===== src/rtl/serial_ge_comparator.sv =====
// serial_ge_comparator: bit-serial magnitude comparator, LSB-first.
// Captures a/b on an accepted start and consumes one bit pair per clock.
// After WIDTH bit cycles it pulses done and presents ge/gt/eq, which hold
// until the next done. Any differing bit overrides the verdict of the lower
// bits, so after the MSB the accumulator holds the full comparison.
// Optional build macro SERIAL_CMP_SIGNED_EN: two's-complement operands. On
// the MSB cycle a differing bit is taken with inverted sense.
module serial_ge_comparator #(
    parameter int unsigned WIDTH = 4
) (
    input  logic             clk,
    input  logic             rst_n,
    input  logic             start,
    input  logic [WIDTH-1:0] a,
    input  logic [WIDTH-1:0] b,
    output logic             ready,
    output logic             done,
    output logic             ge,
    output logic             gt,
    output logic             eq
);

    localparam int unsigned CNT_W = $clog2(WIDTH) + 1;
    localparam logic [CNT_W-1:0] LAST_BIT = CNT_W'(WIDTH - 1);

    typedef enum logic [1:0] {
        ST_IDLE  = 2'd0,
        ST_SHIFT = 2'd1,
        ST_DONE  = 2'd2
    } state_e;

    state_e           state_q, state_d;
    logic [WIDTH-1:0] sa_q, sa_d;
    logic [WIDTH-1:0] sb_q, sb_d;
    logic [CNT_W-1:0] count_q, count_d;
    logic             acc_gt_q, acc_gt_d;
    logic             acc_eq_q, acc_eq_d;
    logic             ready_q, ready_d;
    logic             done_q, done_d;
    logic             ge_q, ge_d;
    logic             gt_q, gt_d;
    logic             eq_q, eq_d;

    logic             bit_x;
    logic             bit_y;
    logic             last_bit;
    logic             accept;
    logic             diff_gt;

    assign bit_x    = sa_q[0];
    assign bit_y    = sb_q[0];
    assign last_bit = (count_q == LAST_BIT);
    assign accept   = (state_q == ST_IDLE) && start;

    // Verdict of a differing bit pair; the signed MSB flips the sense.
`ifdef SERIAL_CMP_SIGNED_EN
    assign diff_gt = last_bit ? bit_y : bit_x;
`else
    assign diff_gt = bit_x;
`endif

    // State register.
    always_ff @(posedge clk or negedge rst_n) begin
        if (!rst_n) begin
            state_q <= ST_IDLE;
        end else begin
            state_q <= state_d;
        end
    end

    // Next-state logic: IDLE -> SHIFT -> DONE -> IDLE.
    always_comb begin
        state_d = state_q;
        case (state_q)
            ST_IDLE: begin
                if (start) begin
                    state_d = ST_SHIFT;
                end
            end
            ST_SHIFT: begin
                if (last_bit) begin
                    state_d = ST_DONE;
                end
            end
            ST_DONE: begin
                state_d = ST_IDLE;
            end
            default: begin
                state_d = ST_IDLE;
            end
        endcase
    end

    // Output logic: registered handshake and result flags.
    always_comb begin
        ready_d = (state_d == ST_IDLE);
        done_d  = 1'b0;
        ge_d    = ge_q;
        gt_d    = gt_q;
        eq_d    = eq_q;
        if (state_q == ST_DONE) begin
            done_d = 1'b1;
            gt_d   = acc_gt_q;
            eq_d   = acc_eq_q;
            ge_d   = acc_gt_q | acc_eq_q;
        end
    end

    // Datapath next values: operand capture, shift, bit accumulation.
    always_comb begin
        sa_d     = sa_q;
        sb_d     = sb_q;
        count_d  = count_q;
        acc_gt_d = acc_gt_q;
        acc_eq_d = acc_eq_q;
        if (accept) begin
            sa_d     = a;
            sb_d     = b;
            count_d  = '0;
            acc_gt_d = 1'b0;
            acc_eq_d = 1'b1;
        end else if (state_q == ST_SHIFT) begin
            if (bit_x != bit_y) begin
                acc_gt_d = diff_gt;
                acc_eq_d = 1'b0;
            end
            sa_d    = sa_q >> 1;
            sb_d    = sb_q >> 1;
            count_d = count_q + CNT_W'(1);
        end
    end

    // Datapath and output registers.
    always_ff @(posedge clk or negedge rst_n) begin
        if (!rst_n) begin
            sa_q     <= '0;
            sb_q     <= '0;
            count_q  <= '0;
            acc_gt_q <= 1'b0;
            acc_eq_q <= 1'b1;
            ready_q  <= 1'b1;
            done_q   <= 1'b0;
            ge_q     <= 1'b1;
            gt_q     <= 1'b0;
            eq_q     <= 1'b1;
        end else begin
            sa_q     <= sa_d;
            sb_q     <= sb_d;
            count_q  <= count_d;
            acc_gt_q <= acc_gt_d;
            acc_eq_q <= acc_eq_d;
            ready_q  <= ready_d;
            done_q   <= done_d;
            ge_q     <= ge_d;
            gt_q     <= gt_d;
            eq_q     <= eq_d;
        end
    end

    assign ready = ready_q;
    assign done  = done_q;
    assign ge    = ge_q;
    assign gt    = gt_q;
    assign eq    = eq_q;

endmodule


===== config.mk =====
export PLATFORM = sky130hd
export DESIGN_NAME = serial_ge_comparator
export DESIGN_NICKNAME = d
export VERILOG_FILES = /design/src/rtl/serial_ge_comparator.sv
export SDC_FILE = /design/constraint.sdc
export NUM_CORES = 1
export LEC_CHECK = 0
export CELL_PAD_IN_SITES_DETAIL_PLACEMENT = 1
export CELL_PAD_IN_SITES_GLOBAL_PLACEMENT = 2
export CORE_MARGIN = 2
export CORE_UTILIZATION = 33
export DETAILED_ROUTE_END_ITERATION = 16
export GPL_ROUTABILITY_DRIVEN = 0
export HOLD_SLACK_MARGIN = 0.12
export PLACE_DENSITY_LB_ADDON = 0.12
export SLEW_MARGIN = 0
export SYNTH_ARGS = -nofsm -noshare
export SYNTH_HDL_FRONTEND = slang
export SYNTH_SLANG_ARGS = --single-unit

===== constraint.sdc =====
create_clock -name clk -period 2.45 [get_ports clk]
set_input_delay 0.49 -clock clk [delete_from_list [all_inputs] [get_ports clk]]
set_output_delay 0.49 -clock clk [all_outputs]
set_load 0.005 [all_outputs]

==> results of run 1 <==
==> cells by family after synthesis <==
kind of cell               after synthesis  synth area share [%]
muxes                                    2                  2.62
DFF                                     20                  58.9
and+or+nand+nor                         23                  12.2
xor gates and xnor gates                 1                  1.02
buffers and inverters                    9                  4.81
AOI/OAI and AO/OA                       25                  17.5
adders and majority gates                2                  2.91
==> placed cells by master, fill, tap and decap left out, types with 2 or more instances in the layout <==
cell type,instances
dfrtp_1,16
clkdlybuf4s50_1,15
nand2_1,13
o21ai_0,9
a22oi_1,6
inv_1,5
o21ai_1,5
nor2b_1,4
dfstp_2,4
nor2_1,3
clkbuf_4,3
nand2b_1,2
a21oi_1,2
mux2_2,2
ha_1,2
buf_4,2
==> metrics by stage <==
stage / util, % / cell area (um^2) / hold slack (ps) / setup slack, ps
after floorplan: - / 858 / 194 / 1380
after global placement: 41.9 / 1040 / 461 / 666
after detailed placement: 41.9 / 1040 / 471 / 605
after CTS: 42.8 / 1060 / 495 / 619
after global routing: 42.8 / 1060 / 523 / 597
final: 42.8 / 1060 / 489 / 638
==> power by group <==
group          internal [W]  switching [W]  leakage (nW)
Sequential         0.000485       0.000125         0.249
Combinational      0.000213       0.000184         0.196
Clock             0.0000571      0.0000945        0.0138
==> area by class of cell <==
type | count | area, um^2
Sequential cell | 20 | 505
Fill cell | 295 | 1420
Timing Repair Buffer | 17 | 165
Inverter | 5 | 18.8
Tap cell | 30 | 37.5
Multi-Input combinational cell | 53 | 312
Clock buffer | 3 | 22.5
==> flip-flops by register name, summed over array words and instances, names as in the netlist, 2 cells and up <==
register / cells
count_q: 3
sb_q: 4
sa_q: 4
state_q: 2
==> worst max path at each step <==
| stage | slack [ps] | startpoint | endpoint | cells after the start |
|---|---|---|---|---|
| after floorplan | 1380 | start | sa_q[0] | 4 |
| final | 640 | eq | eq | 1 |
| after global placement | 670 | start | sb_q[1] | 4 |
| after detailed placement | 600 | start | sb_q[2] | 4 |
| after CTS | 620 | ready | ready | 1 |
| after global routing | 600 | ge | ge | 1 |
==> per-layer routing <==
metal	vias up	GRT usage (%)
li1	309	-
met1	321	20.4
met2	9	22.4
met3	2	2.42
met4	0	6.10
met5	-	0
==> flow_metrics.tcl, run 1 <==
set metrics [dict create \
    outcome "complete, no violations" \
    grt_pass1_wl_um 3040 \
    grt_max_degree 21 \
    r2r_end "sb_q[2]" \
    drc 0 \
    path_class "reg2out" \
    cts.htree.levels 1 \
    io_pins 16 \
    async_flop_share_pct 100 \
    synth_flop_cell "dfrtp_1" \
    initial_core_util_pct 34.6 \
    rows 18 \
    synth_edf_count 0 \
    synth_area_leaders "dfrtp_1, dfstp_2, nand2_1" \
    grtUsageTotal_pct 14.6 \
    drt-total-wl_um 1810 \
    slew_violations 0 \
    antenna_left 0 \
    cp.required_ps 1960 \
    synth.avg_cell_area_um2 10.5 \
    design.core.area_um2 2480 \
    dp.cells 125 \
    wl_met1_um 891 \
    cp_slowest_stage_delay_ps 540 \
    cts_resized 0 \
    firstDrtPassIters 2 \
    synth_nets 95 \
    fin_nets 113 \
    yosysTopAreaCell "dfrtp_1" \
    path_clk_slew_ps 110 \
    antenna_found_initial 0 \
    timing.fmax_ghz 0.552 \
    area_growth_pct 23.6 \
    cp-end-kind "output pin" \
    ir_worst_vdd_mv 0.443 \
    finalHoldViolations 0 \
    synthCells 82 \
    min-delay-start "count_q[2]" \
    drive_above_1_share_pct 11.2 \
    cap_violations 0 \
    cts_tree "yes" \
    leakagePower_nw 0.459 \
    dr_wl_met2_um 836 \
    finClkSkew_ps 1.87 \
    insertedDiodeCount 0 \
    r2r_setup_slack_ps 1060 \
    grt_setup_unrepaired "no" \
    wl_per_cell_um 14.1 \
    critPathBufInv 1 \
    cts_hold_buf 0 \
    yosysMostFrequentCell "dfrtp_1" \
    synth_common_cells "dfrtp_1, nand2_1, o21ai_0, a22oi_1" \
    instances_no_fill 128 \
    yosys.area.top_type_share_pct 46.6 \
    path_delay_family "flip-flops" \
    syn_area_um2 858 \
    via_count 641 \
    clockBufferDepth 2 \
    synth_cell_types 20 \
    cts-root-buf "clkbuf_4" \
    cp-start-kind "flop" \
    ys_ff_latch 20 \
    ys_warn_count 0 \
    cts.sinks 20 \
    yosysSeqAreaShare_pct 58.9 \
    highest_layer "met4" \
    dp_hpwl_um 1270 \
    power_density_nw_per_um2 1090 \
    cp_max_fo 2 \
    maxSlewHeadroom_pct 66.2 \
    fin_setup_tns_ps 0 \
    die_h_um 55 \
    worst_pin_slew_ps 506 \
    setup_violations 0 \
    die_w_um 55 \
    cts_made_buffers 3 \
    cp_slowest_cell "dfstp_2" \
    post_cts_buffers 0 \
    hold_path.class "reg2reg" \
    min_period_over_period_pct 74.0 \
    finalPower_w 0.00116 \
    grt_pass1_vias 645 \
    first_iter_violations 5 \
    cp.arrival_ps 1320 \
    cp_cell_sequence "clkdlybuf4s50_1" \
    clk-insertion-delay-late_ps 290 \
    vias_per_cell 5.01 \
    timing.rr.start "state_q[0]" \
    hold_end "count_q[2]" \
    rr_worst_depth 3 \
    grt_overflow_total 0 \
    wl_met3_um 64 \
    portBuffers 15 \
    min_period_ps 1810 \
    die_area_um2 3030 \
    holdPathStages 2 \
]
No activity file was read; power rests on OpenSTA's default activity.
==> inputs of run 2 (changes only) <==
--- a/config.mk
+++ b/config.mk
@@ -8,7 +8,7 @@
 export CELL_PAD_IN_SITES_DETAIL_PLACEMENT = 1
 export CELL_PAD_IN_SITES_GLOBAL_PLACEMENT = 2
 export CORE_MARGIN = 2
-export CORE_UTILIZATION = 33
+export CORE_UTILIZATION = 31
 export DETAILED_ROUTE_END_ITERATION = 16
 export GPL_ROUTABILITY_DRIVEN = 0
 export HOLD_SLACK_MARGIN = 0.12
==> constraint.sdc (replaced) <==
create_clock -name clk -period 1.8 [get_ports clk]
set_input_delay 0.36 -clock clk [delete_from_list [all_inputs] [get_ports clk]]
set_output_delay 0.36 -clock clk [all_outputs]
set_load 0.005 [all_outputs]
==> flow_metrics.tcl, run 2 (synthesized netlist as in run 1, its figures left out) <==
set metrics [dict create \
    layout_commonest_cell "dfrtp_1" \
    comb_power_share_pct 33.8 \
    die_area_um2 3210 \
    drive_above_1_share_pct 13.9 \
    setup_violations 0 \
    cts-root-buf "clkbuf_4" \
    grt_setup_unrepaired "no" \
    power_density_nw_per_um2 1520 \
    wl_per_cell_um 13.9 \
    fin_setup_tns_ps 0 \
    design.core.area_um2 2690 \
    clockBufferDepth 2 \
    clk-insertion-delay-late_ps 290 \
    vias_per_cell 5.05 \
    grt_max_degree 21 \
    min_period_ps 1690 \
    drc 0 \
    io_pins 16 \
    first_iter_violations 5 \
    largestRegisters "sa_q: 4 flops, sb_q: 4 flops, count_q: 3 flops" \
    hold_path.class "in2async" \
    cts_tree "yes" \
    cts_hold_buf 0 \
    cp-start-kind "flop" \
    die_h_um 56.6 \
    cp-end-kind "output pin" \
    rows 19 \
    grt_pass1_wl_um 3190 \
    timing.fmax_ghz 0.593 \
    cts_resized 0 \
    firstDrtPassIters 3 \
    maxSlewHeadroom_pct 70.8 \
    cts.htree.levels 1 \
    via_count 667 \
    fillers 310 \
    grt_pass1_vias 679 \
    postPlaceCellArea_um2 1050 \
    cp_cell_sequence "clkdlybuf4s50_1" \
    worst_pin_slew_ps 439 \
    grt_overflow_total 0 \
    insertedDiodeCount 0 \
    cp_slowest_stage_delay_ps 540 \
    p_switching_w 0.000566 \
    path_delay_family "flip-flops" \
    grtUsageTotal_pct 13.0 \
    cts_made_buffers 3 \
    cap_violations 0 \
    path_clk_slew_ps 110 \
    antenna_left 0 \
    leakagePower_nw 0.476 \
    initial_core_util_pct 32.0 \
    portBuffers 15 \
    clock_power_share_pct 15.8 \
    p_int_w 0.00109 \
    cp_max_fo 2 \
    min_period_over_period_pct 93.6 \
    critPathBufInv 1 \
    path_class "reg2out" \
    die_w_um 56.6 \
    drt-total-wl_um 1830 \
    cts.sinks 20 \
    finClkSkew_ps 2.36 \
    antenna_found_initial 0 \
    cp_slowest_cell "dfstp_2" \
    dp_hpwl_um 1330 \
    fin_nets 115 \
    cp.required_ps 1440 \
    outcome "complete, no violations" \
    finalHoldViolations 0 \
    post_cts_buffers 0 \
    p_seq_share_pct 50.4 \
    p_sw_share_pct 34.2 \
    slew_violations 0 \
    cp.arrival_ps 1330 \
    mostFrequentLayoutCells "dfrtp_1, clkdlybuf4s50_1, nand2_1, o21ai_0, a22oi_1" \
    ir_worst_vdd_mv 0.544 \
    final_area_um2 1090 \
    area_growth_pct 27.1 \
    finalPower_w 0.00165 \
]
run 2: cell types whose count changed in the layout (fill, tap and decap cells not counted):
cell,before,now
buf_4,2,4
clkbuf_8,0,1
run 2: layout make-up:
class                      instances  area [um^2]  area share [%]
sequential                        20          505            46.3
tap                               31         38.8            3.56
clock buffer                       4         36.3            3.33
inverter                           5         18.8            1.72
timing repair buffer              19          180            16.5
multi-input combinational         53          312            28.6
run 2: final timing paths:
kind                       startpoint       end  slack (ps)  cells past startpoint
max                                eq        eq         110                      1
min                             rst_n        gt         390                      2
max reg2reg                state_q[0]        gt         450                      2
min reg2reg                        ge        ge         480                      2
max in group asynchronous       rst_n  acc_eq_q        1140                      2
min in group clk                   ge        ge         480                      2
run 2: power by group through the flow:
stage          clock network [W]  logic (W)  registers, W
2_1_floorplan                  0   0.000388      0.000769
3_3_place_gp                   0   0.000549      0.000839
3_5_place_dp                   0   0.000570      0.000849
4_1_cts                 0.000270   0.000572      0.000840
5_1_grt                 0.000300   0.000650      0.000869
6_report                0.000261   0.000559      0.000834
run 2: routing by layer:
metal / GRT usage [%] / up-vias / wire (um)
met3: 2.30 / 4 / 59
li1: - / 317 / -
met2: 19.9 / 10 / 863
met1: 18.1 / 336 / 880
met5: 0 / - / 0
met4: 5.10 / 0 / 27
run 2: metrics by stage:
stage / hold slack, ps / worst slack [ps] / util (%) / std cells
global route: 389 / 52.6 / 40.6 / 132
floorplan: 64.4 / 772 / - / 82
finish: 392 / 115 / 40.6 / 132
detailed placement: 473 / 254 / 39.3 / 128
global placement: 463 / 286 / 39.3 / 128
CTS: 400 / 99.4 / 40.6 / 132
==> inputs of run 3 (changes only) <==
--- a/config.mk
+++ b/config.mk
@@ -8,7 +8,7 @@
 export CELL_PAD_IN_SITES_DETAIL_PLACEMENT = 1
 export CELL_PAD_IN_SITES_GLOBAL_PLACEMENT = 2
 export CORE_MARGIN = 2
-export CORE_UTILIZATION = 31
+export CORE_UTILIZATION = 28
 export DETAILED_ROUTE_END_ITERATION = 16
 export GPL_ROUTABILITY_DRIVEN = 0
 export HOLD_SLACK_MARGIN = 0.12
==> constraint.sdc (replaced) <==
create_clock -name clk -period 1.5 [get_ports clk]
set_input_delay 0.3 -clock clk [delete_from_list [all_inputs] [get_ports clk]]
set_output_delay 0.3 -clock clk [all_outputs]
set_load 0.005 [all_outputs]
==> flow_metrics.tcl, run 3 (synthesized netlist as in run 1, its figures left out) <==
set metrics [dict create \
    cap_violations 0 \
    worst_hold_slack_ps 330 \
    cp-start-kind "flop" \
    first_iter_violations 29 \
    p_seq_share_pct 48.7 \
    timing.fmax_ghz 0.692 \
    fin_ws_ps 54.1 \
    cp_cell_sequence "clkdlybuf4s50_1" \
    wl_met3_um 47 \
    instances_no_fill 138 \
    finalHoldViolations 0 \
    fillers 336 \
    slew_violations 0 \
    cts-root-buf "clkbuf_4" \
    ir_worst_vdd_mv 0.560 \
    timing.rr.start "state_q[1]" \
    worst_pin_slew_ps 264 \
    area_growth_pct 29.3 \
    drc 0 \
    leakagePower_nw 0.499 \
    largestRegisters "sa_q: 4 flops, sb_q: 4 flops, count_q: 3 flops" \
    hold_path.class "in2async" \
    cts_hold_buf 0 \
    die_area_um2 3520 \
    grt_setup_unrepaired "no" \
    initial_core_util_pct 28.8 \
    clockBufferDepth 2 \
    grt_pass1_vias 664 \
    grt_pass1_wl_um 3030 \
    finClkSkew_ps 9.43 \
    outcome "complete, no violations" \
    setup_violations 0 \
    post_cts_buffers 0 \
    firstDrtPassIters 3 \
    vias_per_cell 4.64 \
    cp_slowest_cell "clkdlybuf4s50_1" \
    cts_resized 3 \
    mostFrequentLayoutCells "dfrtp_1, nand2_1, clkdlybuf4s50_1, o21ai_0, buf_4" \
    grt_overflow_total 0 \
    final_area_um2 1110 \
    path_class "reg2out" \
    portBuffers 15 \
    layout_commonest_cell "dfrtp_1" \
    cp-end-kind "output pin" \
    design.core.area_um2 2980 \
    dp_hpwl_um 1320 \
    clk-insertion-delay-late_ps 300 \
    via_count 641 \
    die_w_um 59.4 \
    p_int_w 0.00129 \
    postPlaceCellArea_um2 1090 \
    r2r_end "sa_q[3]" \
    cts.htree.levels 1 \
    clock_power_share_pct 13.6 \
    die_h_um 59.4 \
    cts_made_buffers 3 \
    grtUsageTotal_pct 11.9 \
    critPathBufInv 1 \
    io_pins 16 \
    cts_tree "yes" \
    fin_nets 119 \
    wl_per_cell_um 13.0 \
    power_density_nw_per_um2 1760 \
    maxSlewHeadroom_pct 82.3 \
    fin_setup_tns_ps 0 \
    dp.cells 134 \
    cp_slowest_stage_delay_ps 490 \
    p_sw_share_pct 34.1 \
    drt-total-wl_um 1790 \
    antenna_left 0 \
    rows 20 \
    highest_layer "met4" \
    min_period_over_period_pct 96.4 \
    comb_power_share_pct 37.7 \
    grt_max_degree 21 \
    path_clk_slew_ps 110 \
    dr_wl_met2_um 808 \
    r2r_setup_slack_ps 320 \
    wl_met1_um 914 \
    dp_slack_ps 40.0 \
    cp.required_ps 1200 \
    path_delay_family "buffers and inverters" \
    cp_max_fo 2 \
    rr_worst_depth 4 \
    cts.sinks 20 \
    min_period_ps 1450 \
    drive_above_1_share_pct 16.2 \
    cp.arrival_ps 1150 \
    critPathLaunch "gt" \
    p_switching_w 0.000667 \
    insertedDiodeCount 0 \
    antenna_found_initial 0 \
]
## run 3: per-layer routing
layer | GRT usage (%) | vias to the layer above
met5 | 0 | -
met4 | 6.82 | 0
met3 | 2.62 | 2
met2 | 16.8 | 7
met1 | 16.6 | 307
li1 | - | 325
## run 3: how the worst max path moves through the flow
stage / endpoint / cells after the start
4_1_cts: gt / 1
5_1_grt: gt / 1
3_3_place_gp: sa_q[0] / 5
6_report: gt / 1
2_1_floorplan: count_q[2] / 3
3_5_place_dp: sb_q[1] / 5
## run 3: final cells by class
cell class | count | area [um^2] | area share [%]
Multi-Input combinational cell | 53 | 312 | 28.1
Inverter | 5 | 18.8 | 1.69
Sequential cell | 20 | 505 | 45.5
Timing Repair Buffer | 23 | 206 | 18.6
Tap cell | 33 | 41.3 | 3.72
Clock buffer | 4 | 26.3 | 2.37
## run 3: metrics by stage
stage	total power [W]	util, %
6_report	0.00195	37.3
3_3_place_gp	0.00174	36.5
4_1_cts	0.00200	37.3
3_5_place_dp	0.00175	36.5
2_1_floorplan	0.00139	-
5_1_grt	0.00213	37.3
## run 3: power groups by stage
stage	registers (W)	logic [W]	clock network, W
CTS	0.000959	0.000755	0.000284
global route	0.000984	0.000846	0.000299
floorplan	0.000923	0.000466	0
global placement	0.000968	0.000769	0
finish	0.000952	0.000737	0.000265
detailed placement	0.000970	0.000779	0
